[config.mk]
export PLATFORM = sky130hd
export DESIGN_NAME = lsu_dcache_arbiter
export DESIGN_NICKNAME = d
export VERILOG_FILES = /design/src/rtl/lsu_dcache_arbiter.sv
export SDC_FILE = /design/constraint.sdc
export NUM_CORES = 1
export LEC_CHECK = 0
export ABC_AREA = 1
export BUFFER_PORTS_ARGS = -buffer_cell sky130_fd_sc_hd__buf_2
export CORE_MARGIN = 2
export CORE_UTILIZATION = 41
export DETAILED_ROUTE_END_ITERATION = 10
export PLACE_DENSITY = 0.67
export SKIP_CTS_REPAIR_TIMING = 1
export SKIP_LAST_GASP = 1
export SYNTH_ARGS = -nofsm -noshare
export SYNTH_HDL_FRONTEND = slang
export SYNTH_SLANG_ARGS = --single-unit
[constraint.sdc]
create_clock -name clock_i -period 2 [get_ports clock_i]
set_input_delay 0.4 -clock clock_i [delete_from_list [all_inputs] [get_ports clock_i]]
set_output_delay 0.4 -clock clock_i [all_outputs]
set_load 0.005 [all_outputs]
[src/rtl/lsu_dcache_arbiter.sv]
// lsu_dcache_arbiter
// Serialises the dual-issue load/store slots A and B onto one single-port
// data-cache interface. A pair of slot requests is accepted at once. The
// accesses are made in program order (A, then B), and load results come back
// as per-slot register writebacks in a single response cycle.
//
// Ports
//   clock_i, reset_ni            clock (rising edge), async active-low reset
//   reqValidX_i .. reqWbAddrX_i  slot X (A/B) request: valid, store, address,
//                                store data, load destination register
//   reqReady_o                   1 = the pair presented this cycle is sampled
//   memReq_o .. memWdata_o       cache request: strobe, write, address, data
//   memAck_i, memRdata_i         cache access done this cycle / read data
//   wbEnableX_o .. wbDataX_o     slot X load writeback strobe, register, data
//   done_o                       one-cycle pulse when a transaction completes
//   dbg_state_o                  current FSM state (IDLE=0 ACC_A=1 ACC_B=2 RESP=3)
//
// Handshake: issue presents a pair with reqValidA_i|reqValidB_i. The pair is
// taken on a rising edge where reqReady_o=1. Toward the cache, memReq_o and its
// attributes are held stable until a cycle with memAck_i=1. That edge completes
// the access, and read data is valid in the same cycle.
module lsu_dcache_arbiter #(
    parameter int ADDR_W      = 16,
    parameter int DATA_W      = 16,
    parameter int REG_W       = 5,
    parameter int MERGE_LOADS = 1
) (
    input  logic              clock_i,
    input  logic              reset_ni,
    input  logic              reqValidA_i,
    input  logic              reqStoreA_i,
    input  logic [ADDR_W-1:0] reqAddrA_i,
    input  logic [DATA_W-1:0] reqDataA_i,
    input  logic [REG_W-1:0]  reqWbAddrA_i,
    input  logic              reqValidB_i,
    input  logic              reqStoreB_i,
    input  logic [ADDR_W-1:0] reqAddrB_i,
    input  logic [DATA_W-1:0] reqDataB_i,
    input  logic [REG_W-1:0]  reqWbAddrB_i,
    output logic              reqReady_o,
    output logic              memReq_o,
    output logic              memWe_o,
    output logic [ADDR_W-1:0] memAddr_o,
    output logic [DATA_W-1:0] memWdata_o,
    input  logic              memAck_i,
    input  logic [DATA_W-1:0] memRdata_i,
    output logic              wbEnableA_o,
    output logic [REG_W-1:0]  wbAddressA_o,
    output logic [DATA_W-1:0] wbDataA_o,
    output logic              wbEnableB_o,
    output logic [REG_W-1:0]  wbAddressB_o,
    output logic [DATA_W-1:0] wbDataB_o,
    output logic              done_o,
    output logic [1:0]        dbg_state_o
);

    typedef enum logic [1:0] {
        IDLE  = 2'd0,
        ACC_A = 2'd1,
        ACC_B = 2'd2,
        RESP  = 2'd3
    } state_t;

    state_t state_q, state_d;

    // Latched slot attributes
    logic              val_a_q, st_a_q, val_b_q, st_b_q;
    logic [ADDR_W-1:0] addr_a_q, addr_b_q;
    logic [DATA_W-1:0] wdata_a_q, wdata_b_q;
    logic [REG_W-1:0]  wb_addr_a_q, wb_addr_b_q;
    // Load result registers; these also drive the writeback data outputs
    logic [DATA_W-1:0] rdata_a_q, rdata_b_q;

    logic accept;
    logic merged;

    assign accept = (state_q == IDLE) && (reqValidA_i || reqValidB_i);

    // Two loads to the same address: the slot A access answers slot B too
    assign merged = (MERGE_LOADS != 0) && val_a_q && val_b_q && !st_a_q && !st_b_q
                    && (addr_a_q == addr_b_q);

    always_ff @(posedge clock_i or negedge reset_ni) begin
        if (!reset_ni) begin
            state_q <= IDLE;
        end else begin
            state_q <= state_d;
        end
    end

    always_ff @(posedge clock_i or negedge reset_ni) begin
        if (!reset_ni) begin
            val_a_q     <= 1'b0;
            st_a_q      <= 1'b0;
            addr_a_q    <= '0;
            wdata_a_q   <= '0;
            wb_addr_a_q <= '0;
            rdata_a_q   <= '0;
            val_b_q     <= 1'b0;
            st_b_q      <= 1'b0;
            addr_b_q    <= '0;
            wdata_b_q   <= '0;
            wb_addr_b_q <= '0;
            rdata_b_q   <= '0;
        end else begin
            if (accept) begin
                val_a_q     <= reqValidA_i;
                st_a_q      <= reqStoreA_i;
                addr_a_q    <= reqAddrA_i;
                wdata_a_q   <= reqDataA_i;
                wb_addr_a_q <= reqWbAddrA_i;
                val_b_q     <= reqValidB_i;
                st_b_q      <= reqStoreB_i;
                addr_b_q    <= reqAddrB_i;
                wdata_b_q   <= reqDataB_i;
                wb_addr_b_q <= reqWbAddrB_i;
            end
            if (state_q == ACC_A && memAck_i && !st_a_q) begin
                rdata_a_q <= memRdata_i;
                if (merged) begin
                    rdata_b_q <= memRdata_i;
                end
            end
            if (state_q == ACC_B && memAck_i && !st_b_q) begin
                rdata_b_q <= memRdata_i;
            end
        end
    end

    always_comb begin
        state_d     = state_q;
        reqReady_o  = 1'b0;
        memReq_o    = 1'b0;
        memWe_o     = 1'b0;
        memAddr_o   = '0;
        memWdata_o  = '0;
        wbEnableA_o = 1'b0;
        wbEnableB_o = 1'b0;
        done_o      = 1'b0;
        case (state_q)
            IDLE: begin
                reqReady_o = 1'b1;
                if (accept) begin
                    state_d = reqValidA_i ? ACC_A : ACC_B;
                end
            end
            ACC_A: begin
                memReq_o   = 1'b1;
                memWe_o    = st_a_q;
                memAddr_o  = addr_a_q;
                memWdata_o = wdata_a_q;
                if (memAck_i) begin
                    state_d = (val_b_q && !merged) ? ACC_B : RESP;
                end
            end
            ACC_B: begin
                memReq_o   = 1'b1;
                memWe_o    = st_b_q;
                memAddr_o  = addr_b_q;
                memWdata_o = wdata_b_q;
                if (memAck_i) begin
                    state_d = RESP;
                end
            end
            RESP: begin
                done_o      = 1'b1;
                wbEnableA_o = val_a_q && !st_a_q;
                wbEnableB_o = val_b_q && !st_b_q;
                state_d     = IDLE;
            end
            default: state_d = IDLE;
        endcase
    end

    assign wbAddressA_o = wb_addr_a_q;
    assign wbAddressB_o = wb_addr_b_q;
    assign wbDataA_o    = rdata_a_q;
    assign wbDataB_o    = rdata_b_q;
    assign dbg_state_o  = state_q;

endmodule

==> After elaboration in Yosys (flattened, before gate mapping) <==
Cells that the tools add are included.
Widths: inputs -> output; s select.
{ "word_totals": {"register_bits": 112, "input_bits": 97, "out_inout_bits": 82, "wordCells": 59} }
{ "classes": {"n_eq_ne": 7, "mux": 17, "reduce_logical": 22} }
{ "ops": {"columns": ["op", "n"], "rows": [
  ["$pmux 16 s2", 2],
  ["$mux 16", 3],
  ["$eq 16x16->1", 1],
  ["$logic_and 1x1->1", 12],
  ["$mux 2", 4],
  ["$pmux 2 s4", 1],
  ["$mux 1", 6],
  ["$ne 2x2->1 const B", 3],
  ["$eq 2x2->1 const B", 2],
  ["$reduce_bool 2->1", 2],
  ["$logic_not 1->1", 3],
  ["$reduce_and 3->1", 1],
  ["$eq 2x1->1 const B", 1],
  ["$logic_not 2->1", 1],
  ["$pmux 1 s2", 1],
  ["$reduce_and 2->1", 1],
  ["$reduce_or 2->1", 1],
  ["$logic_or 1x1->1", 1]
]} }

==> Depth between registers and ports, before layout <==
Gate-level depths: netlist of the first run.
{ "logic_depth": {"depth_word": 9, "depth_mapped": 12, "mapped_depth_nobuf": 12} }

==> Worst setup path after synthesis of the first run <==
No wires, ideal clock.
{ "synth_timing": {"path_kind": "register to register", "startpoint": "register state_q[1] (netlist: dbg_state_o[1])", "endpoint": "register rdata_b_q[10] (netlist: wbDataB_o[10])", "setup_time_ns": 0.117, "arrival_ns": 1.664, "t_required_ns": 1.883, "setup_slack_ns": 0.219, "path_stages_with_launch": 10, "n_path_buf": 3, "period_less_slack_ns": 1.781, "cell_sequence": "dfrtp_1 inv_1 ha_1 buf_2 nand3_1 or2_1 buf_6 buf_12 nand3_2 nand2_1"} }
{ "synth_via": {"elab_chain_cells": 5, "elab_cells_between_ends": 10, "cone_classes": "2 x eq/ne; 1 x mux; 7 x reduce/logical"} }
{ "synth_rtl": {"columns": ["element", "line_no", "rtl"], "rows": [
  ["start: declaration", "64", "state_t state_q, state_d;"],
  ["start signal: assignment", "87", "state_q <= state_d;"],
  ["$eq 2x1->1 / $eq 2x2->1 (equally long branches)", "118, 124", null],
  ["$logic_and 1x1->1, on equally long branches (2 in a row)", "118, 124", null],
  ["$reduce_bool 2->1 (no line)", null, null],
  ["$reduce_and 2->1 (no line)", null, null],
  ["end signal: assignment", "121", "rdata_b_q <= memRdata_i;"],
  ["end signal: assignment", "125", "rdata_b_q <= memRdata_i;"],
  ["end: declaration", "72", "logic [DATA_W-1:0] rdata_a_q, rdata_b_q;"]
]} }
Parallel ways exist; a longest one is shown, timed or not.
A chain may end at the register's enable or synchronous reset.

==> Worst setup path in the final report of the first run <==
{ "layout_timing": {"startpoint": "register state_q[0] (netlist: dbg_state_o[0])", "endpoint": "output memWdata_o[13]"} }
{ "layout_via": {"elab_chain_cells": 2, "elab_cells_between_ends": 3, "cone_classes": "2 x eq/ne; 1 x mux"} }
{ "layout_rtl": {"columns": ["element", "line_no", "rtl"], "rows": [
  ["$eq 2x2->1 / $eq 2x1->1 (equally long branches)", "140", "case (state_q)"],
  ["$pmux 16 s2 *", "140", null],
  ["end: declaration", "44", "output logic [DATA_W-1:0] memWdata_o,"]
]} }
Mark *: on every way between the ends. The rest lies on a longest branch, timed or not.

==> reports/qor.txt, run 1 <==
Hpwl dp: 9610 um
Tmin final: 2.09 ns
Worst Setup EP: memWdata_o[13]
Post-Place Worst Slack: 0.122 ns
Critical path required time: 1.60 ns
Crit. End Element: output pin
Die H: 116 um
Reg2Reg Depth: 7
Layout area overhead: 33.0%
Initial Util: 0.416
Leakage: 3.69 nW
Net Sw Frac: 0.406
Logic gate share of total power: 0.498
Mapped Area: 5180 um2
CTS H-Tree Depth: 3
Critical Path Source Type: register
Avg WL per Cell: 14.7 um
Top post-synthesis cells by count: nand2_1 (319), dfrtp_1 (112), a21oi_1 (33), nand3_1 (29), inv_1 (24)
Vias in the first global route: 4495
Post-Route WL: 14600 um
CORE AREA: 12500 um2
EDFF count, synth: 0
Filler cells: 1184
Vias after detailed routing: 4720
Cell with the most instances after synthesis: nand2_1
RSZ-0062 raised after global routing: yes
Largest net degree at the start of global routing: 51
GR Util All Layers: 0.203
DIE AREA: 13600 um2
Clk Latency, worst-skew pair: 0.35 ns
FFs w/ async S/R, synth: 1.00
Initial antenna violation count: 0
Post-detailed-route count of antenna-violating nets: 0
Top cell type's share of synthesized area: 0.541
Inserted Clock Buffers: 9
Nets@finish: 915
Final worst path period share: 1.04
P_sw: 4.68 mW
Hold Crit Class: input port to async pin
Total Power: 11.5 mW
Power Density: 1670 nW/um2
Area contributors post-synth: dfrtp_1 (54%), nand2_1 (23%), mux2_2 (3.5%)
VDD IR-drop max: 749 uV
Reg-to-reg critical path startpoint: dbg_state_o[0]
Root Driver: clkbuf_16
Headroom to the max-slew limit: 0.669
Slew Limit Fails: 0
Flop pwr share: 0.352
Clk pwr share: 0.150
MaxCap Viol Count: 0
R2R Setup Slk: 0.22 ns
CTS tree: yes
Global route total overflow: 0
Synth Flop Type: dfrtp_1
Critical Path Start: dbg_state_o[0]
Setup ws final: -0.0873 ns
First-pass GRT wire length: 21400 um
FMAX: 479 MHz
Number of diodes: 0
Post-synth top area cell: dfrtp_1
Syn nets: 735
DIE WIDTH: 116 um
YS warnings: 0
Clock slew at reported path FFs: 0.07 ns
Cells after synthesis: 634
Final setup vio count: 27
Reg-to-reg endpoint: wbDataB_o[13]
Register bit count reported by yosys: 112
Dpl cell area: 6310 um2
Share of cells above drive strength 1: 0.339
Internal power: 6.86 mW
Crit Path Category: register to output pin
Gpl congestion: 0.823
CP max FO: 9
Clock skew: 0.00582 ns
Worst Max-Slew Pin Slew: 0.496 ns
Status: finished, violations left
Initial DRC Count: 354
I/O Buffers: 178
Number of core rows: 41
Clock Sink Count: 112
I/O pin total: 179
Avg Cell Area, Syn: 8.18 um2
Final hold violations: 0
Via-to-Cell Ratio: 4.77
DRC viols: 0
Final Cell Area: 6900 um2
Critical Path AT: 1.69 ns
Max Root-Sink Buffers: 2
Sequential cell area fraction in the yosys report: 0.541
Iteration count of the initial detailed-routing pass: 4
Failing checks: negative setup slack
Distinct cells, synth: 25
[metrics by stage]
stage | utilization | hold WS (ns) | std cells | setup TNS, ns
global placement | 0.506 | 0.389 | 965 | 0
floorplan | - | 0.104 | 634 | 0
global route | 0.553 | 0.0234 | 989 | -3.12
finish | 0.553 | 0.00484 | 989 | -0.697
detailed placement | 0.506 | 0.400 | 965 | 0
CTS | 0.529 | 0.0196 | 979 | -5.32
[layout make-up]
type / count / area [um2] / area share
Sequential cell: 112 / 2800 / 0.406
Multi-Input combinational cell: 462 / 2230 / 0.324
Timing Repair Buffer: 202 / 1260 / 0.183
Inverter: 27 / 106 / 0.0154
Clock buffer: 12 / 267 / 0.0386
Tap cell: 172 / 215 / 0.0312
Clock inverter: 2 / 13.8 / 0.00200
[registers in the layout, indices dropped and copies added (netlist names)]
signal        count
val_b_q           1
val_a_q           1
wbAddressA_o      5
addr_b_q         16
st_a_q            1
wdata_b_q        16
dbg_state_o       2
wbDataA_o        16
wbDataB_o        16
wbAddressB_o      5
wdata_a_q        16
st_b_q            1
addr_a_q         16
[worst max-delay path, cell delays in order (launching register included)]
cell and delay, ns:
dfrtp_1 0.43, inv_2 0.12, ha_4 0.23, clkbuf_16 0.19, nand2_1 0.08, a21oi_2 0.16, buf_2 0.14
[cells by family after synthesis]
family          Yosys count  synth area share
fa+ha+maj                 4           0.00965
xor+xnor                  6            0.0101
mux                      16            0.0347
flops                   112             0.541
buf+inv                  60            0.0509
compound gates           58            0.0572
simple gates            378             0.297
[power groups by stage]
stage | registers [mW] | logic, mW | clock network [mW]
3_3_place_gp | 4.04 | 4.67 | 0
2_1_floorplan | 4.02 | 2.80 | 0
6_report | 4.06 | 5.74 | 1.73
5_1_grt | 4.19 | 6.39 | 1.88
3_5_place_dp | 4.09 | 4.76 | 0
4_1_cts | 4.05 | 4.79 | 1.78
[per-layer routing]
layer,vias up,part of all wire,global-route usage
li1,2350,-,-
met1,2216,0.45,0.265
met2,145,0.49,0.342
met3,9,0.058,0.0550
met4,0,0.0087,0.0444
met5,-,0,0
[placed cells by master, fill, tap and decap left out, types with 6 or more instances in the layout]
cell / count
nand3_1: 29
xnor2_1: 6
a21oi_2: 17
buf_4: 10
mux2_2: 16
clkbuf_16: 13
nand2_1: 318
dfrtp_1: 112
inv_2: 6
buf_12: 8
inv_1: 20
nand3_2: 10
o21ai_0: 22
nor2_1: 12
a21oi_1: 15
buf_2: 177
[how the worst min path moves through the flow]
| stage | from | endpoint | cells past startpoint |
|---|---|---|---|
| after global placement | reset_ni | wbDataB_o[11] | 1 |
| after detailed placement | reset_ni | wbDataB_o[11] | 1 |
| after floorplan | reset_ni | addr_a_q[0] | 0 |
| after CTS | reset_ni | wbDataA_o[9] | 1 |
| after global routing | reset_ni | wbDataB_o[11] | 1 |
| final | reset_ni | wbDataA_o[5] | 1 |
Note: power is estimated with default switching activity, not from simulation.
==> run 2, diff against run 1 <==
Settings changed: TNS_END_PERCENT set to 50.
==> run 2 against run 1 <==
Against the previous run: the run still ends with negative setup slack left; clock power hardly changed; register-to-register slack is essentially flat; non-clock buffer count down 5; design area fell by 1.7%; combinational power fell by 9.9%; via count is 0.42% lower; die area is the same; wire length fell by 4.5%; flip-flop and latch count stayed put; critical path type unchanged.
==> reports/qor.txt, run 2 (synthesized netlist as in run 1, its figures left out) <==
Headroom to the max-slew limit: 0.530 (was 0.669)
Most frequent cells in the layout: nand2_1 (318), buf_2 (177), dfrtp_1 (112), nand3_1 (29), o21ai_0 (22) (unchanged)
Slew Limit Fails: 0 (unchanged)
Initial DRC Count: 350 (was 354)
Filler cells: 1192 (was 1184)
Dpl cell area: 6310 um2 (unchanged)
Leakage: 3.64 nW (was 3.69 nW)
Most common cell after layout, fill and taps aside: nand2_1 (unchanged)
Post-Route WL: 13900 um (was 14600 um)
Hpwl dp: 9610 um (unchanged)
Reg-to-reg critical path startpoint: addr_b_q[2] (was dbg_state_o[0])
VDD IR-drop max: 686 uV (was 749 uV)
Vias after detailed routing: 4700 (was 4720)
CTS H-Tree Depth: 3 (unchanged)
Layout area overhead: 30.7% (was 33.0%)
Initial Util: 0.416 (unchanged)
Avg WL per Cell: 14.1 um (was 14.7 um)
DRC viols: 0 (unchanged)
Tmin final: 2.09 ns (about the same)
Clock Sink Count: 112 (unchanged)
Final core occ: 0.544 (was 0.553)
I/O pin total: 179 (unchanged)
Critical Path Source Type: register (unchanged)
Worst Max-Slew Pin Slew: 0.705 ns (was 0.496 ns)
Number of diodes: 0 (unchanged)
Setup ws final: -0.0878 ns (was -0.0873 ns)
Inserted Clock Buffers: 9 (unchanged)
Die H: 116 um (unchanged)
MaxCap Viol Count: 0 (unchanged)
First-pass GRT wire length: 21400 um (unchanged)
CP cell instances: inv_2 -> ha_4 -> inv_1 -> buf_12 -> a21oi_2 -> buf_2 (was inv_2 -> ha_4 -> clkbuf_16 -> nand2_1 -> a21oi_2 -> buf_2)
Inst Count DP: 965 (unchanged)
Status: finished, violations left (unchanged)
CP max FO: 28 (was 9)
Fin cells: 984 (was 989)
Reg-to-reg endpoint: wbDataB_o[2] (was wbDataB_o[13])
DIE AREA: 13600 um2 (unchanged)
Initial antenna violation count: 0 (unchanged)
Critical Path AT: 1.69 ns (about the same)
Slowest stage delay, CP: 0.42 ns (was 0.43 ns)
Final worst path period share: 1.04 (about the same)
Failing checks: negative setup slack (unchanged)
Via-to-Cell Ratio: 4.78 (was 4.77)
CORE AREA: 12500 um2 (unchanged)
Post-Place Worst Slack: 0.122 ns (unchanged)
Reg2Reg Depth: 7 (unchanged)
Nets@finish: 910 (was 915)
Final setup vio count: 30 (was 27)
CTS tree: yes (unchanged)
Clock skew: 0.00682 ns (was 0.00582 ns)
R2R Setup Slk: 0.21 ns (was 0.22 ns)
Critical path required time: 1.60 ns (about the same)
Final Cell Area: 6780 um2 (was 6900 um2)
DIE WIDTH: 116 um (unchanged)
Share of cells above drive strength 1: 0.330 (was 0.339)
Clock slew at reported path FFs: 0.07 ns (about the same)
Largest net degree at the start of global routing: 51 (unchanged)
I/O Buffers: 178 (unchanged)
RSZ-0062 raised after global routing: yes (unchanged)
Global route total overflow: 0 (unchanged)
Number of core rows: 41 (unchanged)
Hold Crit Class: input port to async pin (unchanged)
Crit. End Element: output pin (unchanged)
Root Driver: clkbuf_16 (unchanged)
Post-detailed-route count of antenna-violating nets: 0 (unchanged)
Max Root-Sink Buffers: 2 (unchanged)
Slowest CP cell: dfrtp_1 (unchanged)
Clk Latency, worst-skew pair: 0.35 ns (about the same)
GR Util All Layers: 0.203 (unchanged)
FMAX: 479 MHz (about the same)
Vias in the first global route: 4495 (unchanged)
Gpl congestion: 0.823 (unchanged)
Crit Path Category: register to output pin (unchanged)
Final hold violations: 0 (unchanged)
Power Density: 1620 nW/um2 (was 1670 nW/um2)
Iteration count of the initial detailed-routing pass: 4 (unchanged)
[run 2: cell count changes in the layout (fill, tap and decap cells not counted), sizes merged]
cell / delta
clkbuf: -3
buf: -2
[run 2: worst max path at each step]
stage	depth (start not counted)	to	from	slack [ns]
floorplan	9	wbDataB_o[10]	dbg_state_o[1]	0.22
global placement	6	memAddr_o[0]	dbg_state_o[1]	0.11
detailed placement	6	memAddr_o[0]	dbg_state_o[1]	0.12
CTS	6	memAddr_o[0]	dbg_state_o[1]	-0.27
global route	6	memAddr_o[9]	dbg_state_o[1]	-0.15
finish	6	memWdata_o[13]	dbg_state_o[0]	-0.09
[run 2: per-layer routing]
layer	share of wire	wire, um	GRT usage	up-vias
met1	0.44	6180	0.265	2210
met4	0.0088	123	0.0444	0
met3	0.061	846	0.0550	10
li1	-	-	-	2337
met2	0.49	6760	0.342	143
met5	0	0	0	-
[run 2: through the flow]
| step | setup TNS (ns) | power, mW | hold slack [ns] |
|---|---|---|---|
| final | -1.56 | 11.0 | 0.00566 |
| after global routing | -3.88 | 11.9 | 0.0234 |
| after CTS | -5.32 | 10.6 | 0.0196 |
| after detailed placement | 0 | 8.85 | 0.400 |
| after global placement | 0 | 8.71 | 0.389 |
| after floorplan | 0 | 6.82 | 0.104 |
[run 2: final cells by class]
cell class,instances,area [um2],share of cell area
inverters,27,101,0.0150
repair buffers,197,1150,0.170
flip-flops and latches,112,2800,0.414
clock buffers,12,267,0.0393
multi-input cells,462,2230,0.328
clock inverters,2,13.8,0.00203
well taps,172,215,0.0318
[run 2: worst max-delay path: cells and delay by family (launching register included)]
family                     cells  cell delay, ns
AOI/OAI and AO/OA              1            0.16
adders and majority gates      1            0.27
buffers and inverters          4            0.48
DFF                            1            0.42
[run 2: report_power, final]
part / internal, mW / leakage, nW / total, mW / switching [mW]
Combinational: 2.20 / 2.10 / 5.17 / 2.96
Sequential: 3.37 / 1.40 / 4.06 / 0.689
Clock: 0.937 / 0.141 / 1.73 / 0.792
